===== config.mk =====
export PLATFORM = sky130hd
export DESIGN_NAME = diff_deser_framer
export DESIGN_NICKNAME = d
export VERILOG_FILES = /design/src/rtl/diff_deser_framer.sv
export SDC_FILE = /design/constraint.sdc
export NUM_CORES = 1
export LEC_CHECK = 0
export ABC_AREA = 1
export CORE_MARGIN = 1.5
export CORE_UTILIZATION = 45
export CTS_CLUSTER_DIAMETER = 100
export CTS_CLUSTER_SIZE = 8
export DETAILED_ROUTE_END_ITERATION = 8
export PLACE_DENSITY = 0.78
export SLEW_MARGIN = 5
export SYNTH_ARGS = -nofsm -noshare
export SYNTH_HDL_FRONTEND = slang
export SYNTH_SLANG_ARGS = --single-unit

===== constraint.sdc =====
create_clock -name clk -period 5.1 [get_ports clk]
set_clock_uncertainty 0.1 [all_clocks]
set_input_delay 1.02 -clock clk [delete_from_list [all_inputs] [get_ports clk]]
set_output_delay 1.02 -clock clk [all_outputs]
set_load 0.02 [all_outputs]

===== src/rtl/diff_deser_framer.sv =====
// diff_deser_framer: multi-lane serial-to-parallel deserialiser
// that hunts for a lane-0 sync word, verifies it, then emits aligned words.
module diff_deser_framer #(
   parameter int                LANES       = 2,
   parameter int                WIDTH       = 8,
   parameter logic [WIDTH-1:0]  SYNC_WORD   = 'hA5,
   parameter int                FRAME_WORDS = 4,
   parameter int                LOCK_COUNT  = 2,
   parameter int                LOSE_COUNT  = 2
) (
   input  logic                     clk,
   input  logic                     rst_n,
   input  logic [LANES-1:0]         data_in,
   input  logic                     resync,
   input  logic                     sel,
   output logic [LANES*WIDTH-1:0]   q,
   output logic                     q_valid,
   output logic                     locked,
   output logic                     frame_start,
   output logic                     data_out
);

   localparam int BW = $clog2(WIDTH);
   localparam int FW = $clog2(FRAME_WORDS);

   typedef enum logic [1:0] {
      HUNT   = 2'd0,
      VERIFY = 2'd1,
      LOCKED = 2'd2
   } state_t;

   state_t                  state;
   logic [WIDTH-1:0]        sr    [LANES];
   logic [WIDTH-1:0]        sr_nx [LANES];
   logic [LANES*WIDTH-1:0]  word_nx;
   logic [BW-1:0]           bit_cnt;
   logic [FW-1:0]           fidx;
   logic [FW-1:0]           fidx_inc;
   logic [3:0]              hits;
   logic [3:0]              misses;
   logic                    loop_q;
   logic                    done;
   logic                    slot;
   logic                    sync_ok;

   // Next shift-register contents: the word as it stands after this edge.
   always_comb begin
      word_nx = '0;
      for (int n = 0; n < LANES; n++) begin
         sr_nx[n] = {sr[n][WIDTH-2:0], data_in[n]};
         word_nx[n*WIDTH +: WIDTH] = sr_nx[n];
      end
   end

   assign done     = (bit_cnt == BW'(WIDTH-1));
   assign slot     = (fidx == '0);
   assign sync_ok  = (sr_nx[0] == SYNC_WORD);
   assign fidx_inc = (fidx == FW'(FRAME_WORDS-1)) ? '0 : fidx + 1'b1;

   // Per-lane shifters run in every state.
   always_ff @(posedge clk or negedge rst_n) begin
      if (!rst_n) begin
         for (int n = 0; n < LANES; n++) sr[n] <= '0;
      end else begin
         for (int n = 0; n < LANES; n++) sr[n] <= sr_nx[n];
      end
   end

   // Lane-0 loopback tap for the monitor output.
   always_ff @(posedge clk or negedge rst_n) begin
      if (!rst_n) loop_q <= 1'b0;
      else        loop_q <= data_in[0];
   end

   assign data_out = sel ? locked : loop_q;

   // Framing FSM with registered word, strobe and lock outputs.
   always_ff @(posedge clk or negedge rst_n) begin
      if (!rst_n) begin
         state       <= HUNT;
         bit_cnt     <= '0;
         fidx        <= '0;
         hits        <= '0;
         misses      <= '0;
         q           <= '0;
         q_valid     <= 1'b0;
         frame_start <= 1'b0;
         locked      <= 1'b0;
      end else begin
         q_valid     <= 1'b0;
         frame_start <= 1'b0;
         if (resync) begin
            state   <= HUNT;
            bit_cnt <= '0;
            fidx    <= '0;
            hits    <= '0;
            misses  <= '0;
            locked  <= 1'b0;
         end else begin
            if (state != HUNT) begin
               bit_cnt <= done ? '0 : bit_cnt + 1'b1;
               if (done) fidx <= fidx_inc;
            end
            case (state)
               HUNT: begin
                  bit_cnt <= '0;
                  fidx    <= '0;
                  locked  <= 1'b0;
                  if (sync_ok) begin
                     state <= VERIFY;
                     fidx  <= FW'(1);
                     hits  <= '0;
                  end
               end
               VERIFY: begin
                  if (done && slot) begin
                     if (sync_ok) begin
                        hits <= hits + 4'd1;
                        if (hits + 4'd1 == 4'(LOCK_COUNT)) begin
                           state  <= LOCKED;
                           locked <= 1'b1;
                           misses <= '0;
                        end
                     end else begin
                        state   <= HUNT;
                        bit_cnt <= '0;
                        fidx    <= '0;
                     end
                  end
               end
               LOCKED: begin
                  if (done && !slot) begin
                     q           <= word_nx;
                     q_valid     <= 1'b1;
                     frame_start <= (fidx == FW'(1));
                  end else if (done) begin
                     if (sync_ok) begin
                        misses <= '0;
                     end else if (misses + 4'd1 == 4'(LOSE_COUNT)) begin
                        state   <= HUNT;
                        locked  <= 1'b0;
                        bit_cnt <= '0;
                        fidx    <= '0;
                        misses  <= '0;
                     end else begin
                        misses <= misses + 4'd1;
                     end
                  end
               end
               default: begin
                  state   <= HUNT;
                  bit_cnt <= '0;
                  fidx    <= '0;
                  locked  <= 1'b0;
               end
            endcase
         end
      end
   end

endmodule


# [After elaboration in Yosys (flattened, before gate mapping)]
# Index checks and enable logic that the tools add are counted.
[word_totals] ff_bits=49 latch_bits=0 mem_bits_rw=0 romBits=0 in_bits=6 wordCells=109 memories=0
[op_classes] addsub=4 mul=0 div=0 magnitude_cmp=0 eq_ne=17 n_shift=0 mux=62 bitwise=1 reduce_logical=13
[op_table] op="4-bit 2-to-1 mux" count=12
[op_table] op="2-bit 2-to-1 mux" count=19
[op_table] op="3-bit 2-to-1 mux" count=9
[op_table] op="3-bit inequality test, second input constant" count=8
[op_table] op="1-bit 2-to-1 mux" count=16
[op_table] op="4-bit case mux with 2 select lines" count=2
[op_table] op="7-bit AND reduction" count=2
[op_table] op="2-bit case mux with 3 select lines" count=2
[op_table] op="4-bit by 1-bit adder with 4-bit output, second input constant" count=2
[op_table] op="4-bit by 2-bit == test with 1-bit output, second input constant" count=2
[op_table] op="8-bit == test, second input constant" count=1
[op_table] op="3-bit case mux with 2 select lines" count=1
[op_table] op="6-bit AND reduction" count=1
[op_table] op="3-bit nonzero test" count=2
[op_table] op="2-bit by 1-bit == test with 1-bit output, second input constant" count=2
[op_table] op="2-bit == test, second input constant" count=2
[op_table] op="2-bit zero test" count=2
[op_table] op="4-bit inequality test, second input constant" count=1
[op_table] op="4-bit AND reduction" count=1
[op_table] op="3-bit by 1-bit adder with 3-bit output, second input constant" count=1
[op_table] op="3-bit == test, second input constant" count=1
[op_table] op="3-bit AND reduction" count=1
[op_table] op="2-bit by 1-bit adder with 2-bit output, second input constant" count=1
[op_table] op="1-bit logical AND" count=2
[op_table] op="other kinds (4)" count=4

# [Depth between registers and ports, before layout]
[logic_depth] depth_word=10 ltp_mapped=11 ltp_nobuf=11

# [Worst setup path before layout]
# OpenSTA, ideal clock, no wires.
[synth_path] path_kind="input-to-output" from="input port sel" to="output port data_out" arrival_ns=1.506 required_time_ns=3.980 setup_slack_ns=2.474 path_stages=1 n_path_buf=0 cell_sequence="o21ai_0"
[synth_via] elab_chain_len=1
[synth_rtl] element="from (decl)" line="15" source="input logic sel,"
[synth_rtl] element="1-bit 2-to-1 mux" line="75" source="assign data_out = sel ? locked : loop_q;"
[synth_rtl] element="to (decl)" line="20" source="output logic data_out"
# No other way between the ends.

# [Worst setup path in the final report]
# Ends and elaborated chain as after synthesis.

==> results by group <==
Yosys
  – Post-synthesis sequential area ratio: 51.84%
  – Net Count, Synth: 294
  – Synthesized flop and latch total: 48
  – Synth unique cells: 21
  – Synthesized area: 0.002317 mm2
  – Synth Area per Inst: 8.426 um2
  – Synthesis Warnings: 0
  – Cell count after synthesis: 275

Clocking
  – CTS Hold Bufs: 0
  – Num Clock Sinks: 48
  – Post-CTS Resized: 0
  – Setup Buffers After CTS: 0
  – CTS tree: done
  – Max H-tree Level: 2
  – Worst-case clock buffer depth: 2
  – Root Driver: clkbuf_8
  – Worst-path clk slew: 0.08 ns
  – Clock Latency Late Sink: 0.30 ns
  – CTS Buf Count: 5

Drt
  – Wire per inst: 10.60 um
  – DR vias/cell: 4.759
  – Initial drt markers: 76
  – DRC viols: 0
  – Vias post-DR: 1756
  – Remaining antenna violation count: 0
  – DRT Pass-1 Iters: 4
  – Final wirelength: 3912 um

Power and ir drop
  – Power per cell area: 287.4 mW/mm2
  – Sequential Power Share: 53.3%
  – Pleak: 1.400 nW
  – Fraction of power consumed by combinational cells: 19.0%
  – Sw Pwr: 0.0002332 W
  – Clock power frac: 27.7%
  – Switch share: 30.24%
  – Pint: 0.0005379 W
  – Max VDD drop: 0.0001604 V

Global routing
  – First-pass GRT wire length: 6755 um
  – Initial antenna violation count: 0
  – GRT Util Overall: 15.92%
  – GR Util met2: 27.48%
  – Largest net degree at the start of global routing: 49
  – Gr ovfl total: 0
  – Most used routing layer: met2
  – Vias in the first global route: 1614
  – Met3 usage in global routing: 4.819%
  – Routing usage on met1: 19.50%

Worst hold path
  – Hold EP: sr[1]
  – Hold path depth: 0
  – HP Class: flip-flop to flip-flop
  – Min-delay src: sr[0]

Setup path
  – Crit-path cells: clkdlybuf4s50_1 > nand2_1 > o21ai_0 > clkdlybuf4s50_1
  – Slowest CP cell: clkdlybuf4s50_1
  – Arr. time, crit path: 2.23 ns
  – Critical path capture point type: output pin
  – Crit path max fanout: 2
  – Worst Path Required: 3.98 ns
  – R2R setup slack: 2.63 ns
  – R2R Path Start: bit_cnt[0]
  – Cell family with most CP delay: buffers and inverters
  – Crit Path Class: input port to output pin
  – Worst Path Buf+Inv: 2
  – Max stage delay on crit path: 0.61 ns
  – Reg-to-Reg End: misses[2]
  – Cell mode on critical path: clkdlybuf4s50_1
  – Reg2reg path depth: 10
  – Startpoint Class: input port

Placed design
  – Area after DPL: 0.002601 mm2
  – Hpwl dp: 2918 um
  – Final GP Congestion: 0.7932
  – IO buf count: 25
  – Dpl cells: 362

Floorplan
  – Die Ht: 74.76 um
  – # rows: 25
  – Initial Util: 47.79%
  – Placeable Area: 0.004848 mm2
  – Die area: 0.005589 mm2
  – Number of I/O pins: 26
  – DIE WIDTH: 74.76 um

Flow run
  – Max-cap viol count: 0

Run status
  – Status: finished, final reports clean

STA
  – RSZ-0062 raised after global routing: false
  – Final worst-path cycle share: 65.62%
  – Fmax: 0.2988 GHz
  – Least-Margin Pin Slew: 1.030 ns
  – Final setup fails: 0
  – Period minus WS final: 3.347 ns
  – Final Slew Violations: 0
  – Max_slew headroom: 31.33%
  – Final number of hold-violating endpoints: 0
  – Final setup TNS: 0 ns

Layout
  – Commonest non-fill, non-tap cell in the layout: nand2_1
  – Most frequent cells in the layout: nand2_1 (100), dfrtp_1 (48), inv_1 (34)
  – Fill cell count: 455
  – Nets: 321
  – Final Non-Filler Cells: 369
  – Finished Cell Area: 0.002683 mm2
  – Layout cells sized above 1: 5.629%
  – N_diodes: 0
  – Synthesis-to-layout area growth: 15.77%
[power groups by stage]
stage | combinational, W | sequential, W | clock [W]
2_1_floorplan | 0.000113 | 0.000415 | 0
3_3_place_gp | 0.000144 | 0.000417 | 0
3_5_place_dp | 0.000147 | 0.000418 | 0
4_1_cts | 0.000148 | 0.000411 | 0.000225
5_1_grt | 0.000169 | 0.000413 | 0.000238
6_report | 0.000147 | 0.000411 | 0.000214
[layout make-up]
cell class,instances,area [um2],area share (%)
Sequential cell,48,1201,44.78
Tap cell,67,83.83,3.125
Clock buffer,5,68.82,2.565
Inverter,36,137.6,5.131
Multi-Input combinational cell,186,933.4,34.79
Timing Repair Buffer,25,245.2,9.142
Clock inverter,2,12.51,0.4664
[how the worst max path moves through the flow]
| stage | startpoint | endpoint | slack, ns | cells past startpoint |
|---|---|---|---|---|
| after floorplan | sel | data_out | 2.47 | 1 |
| after global placement | sel | data_out | 1.76 | 4 |
| after detailed placement | sel | data_out | 1.75 | 4 |
| after CTS | sel | data_out | 1.75 | 4 |
| after global routing | sel | data_out | 1.66 | 4 |
| final | sel | data_out | 1.75 | 4 |
[per-stage QoR]
stage,utilization (%),total power (W),hold slack (ns),worst slack [ns]
after global routing,55.33,0.0008198,0.2972,1.658
after global placement,53.65,0.0005613,0.2571,1.760
after floorplan,-,0.0005280,0.2540,2.474
after CTS,55.33,0.0007840,0.2833,1.748
after detailed placement,53.65,0.0005657,0.2649,1.750
final,55.33,0.0007711,0.2851,1.753
[state kept, by name, indices dropped and copies added, names as in the netlist]
register	count
fidx	2
q	16
bit_cnt	3
hits	4
state	2
q_valid	1
sr	14
frame_start	1
locked	1
misses	4
[cell usage after synthesis]
cell type / n / area (um2)
a21oi_1: 1 / 5.000
buf_4: 1 / 7.510
buf_6: 3 / 33.78
clkbuf_1: 1 / 3.750
dfrtp_1: 48 / 1201
ha_1: 13 / 162.7
inv_1: 34 / 127.6
inv_2: 1 / 3.750
inv_4: 1 / 6.260
mux2i_1: 3 / 30.03
nand2_1: 100 / 375.4
nand2_4: 1 / 11.26
nand3_1: 15 / 75.07
nand3_4: 1 / 17.52
nand4_1: 8 / 50.05
nor2_1: 30 / 112.6
nor2_4: 1 / 11.26
o21ai_0: 7 / 35.03
o21ai_2: 4 / 35.03
or2_0: 1 / 6.260
or2_1: 1 / 6.260
[kinds of logic after synthesis]
logic type	Yosys count	share of synthesized area [%]
buffers and inverters	41	7.883
AOI/OAI and AO/OA	12	3.239
muxes	3	1.296
and+or+nand+nor	158	28.73
adders and majority gates	13	7.020
DFF	48	51.84
[layer usage]
layer	share of wire, %	wire length (um)
met5	0	0
met4	0.95	37
met3	4.1	162
met2	47	1850
met1	48	1862
(Power assumes the default switching activity.)
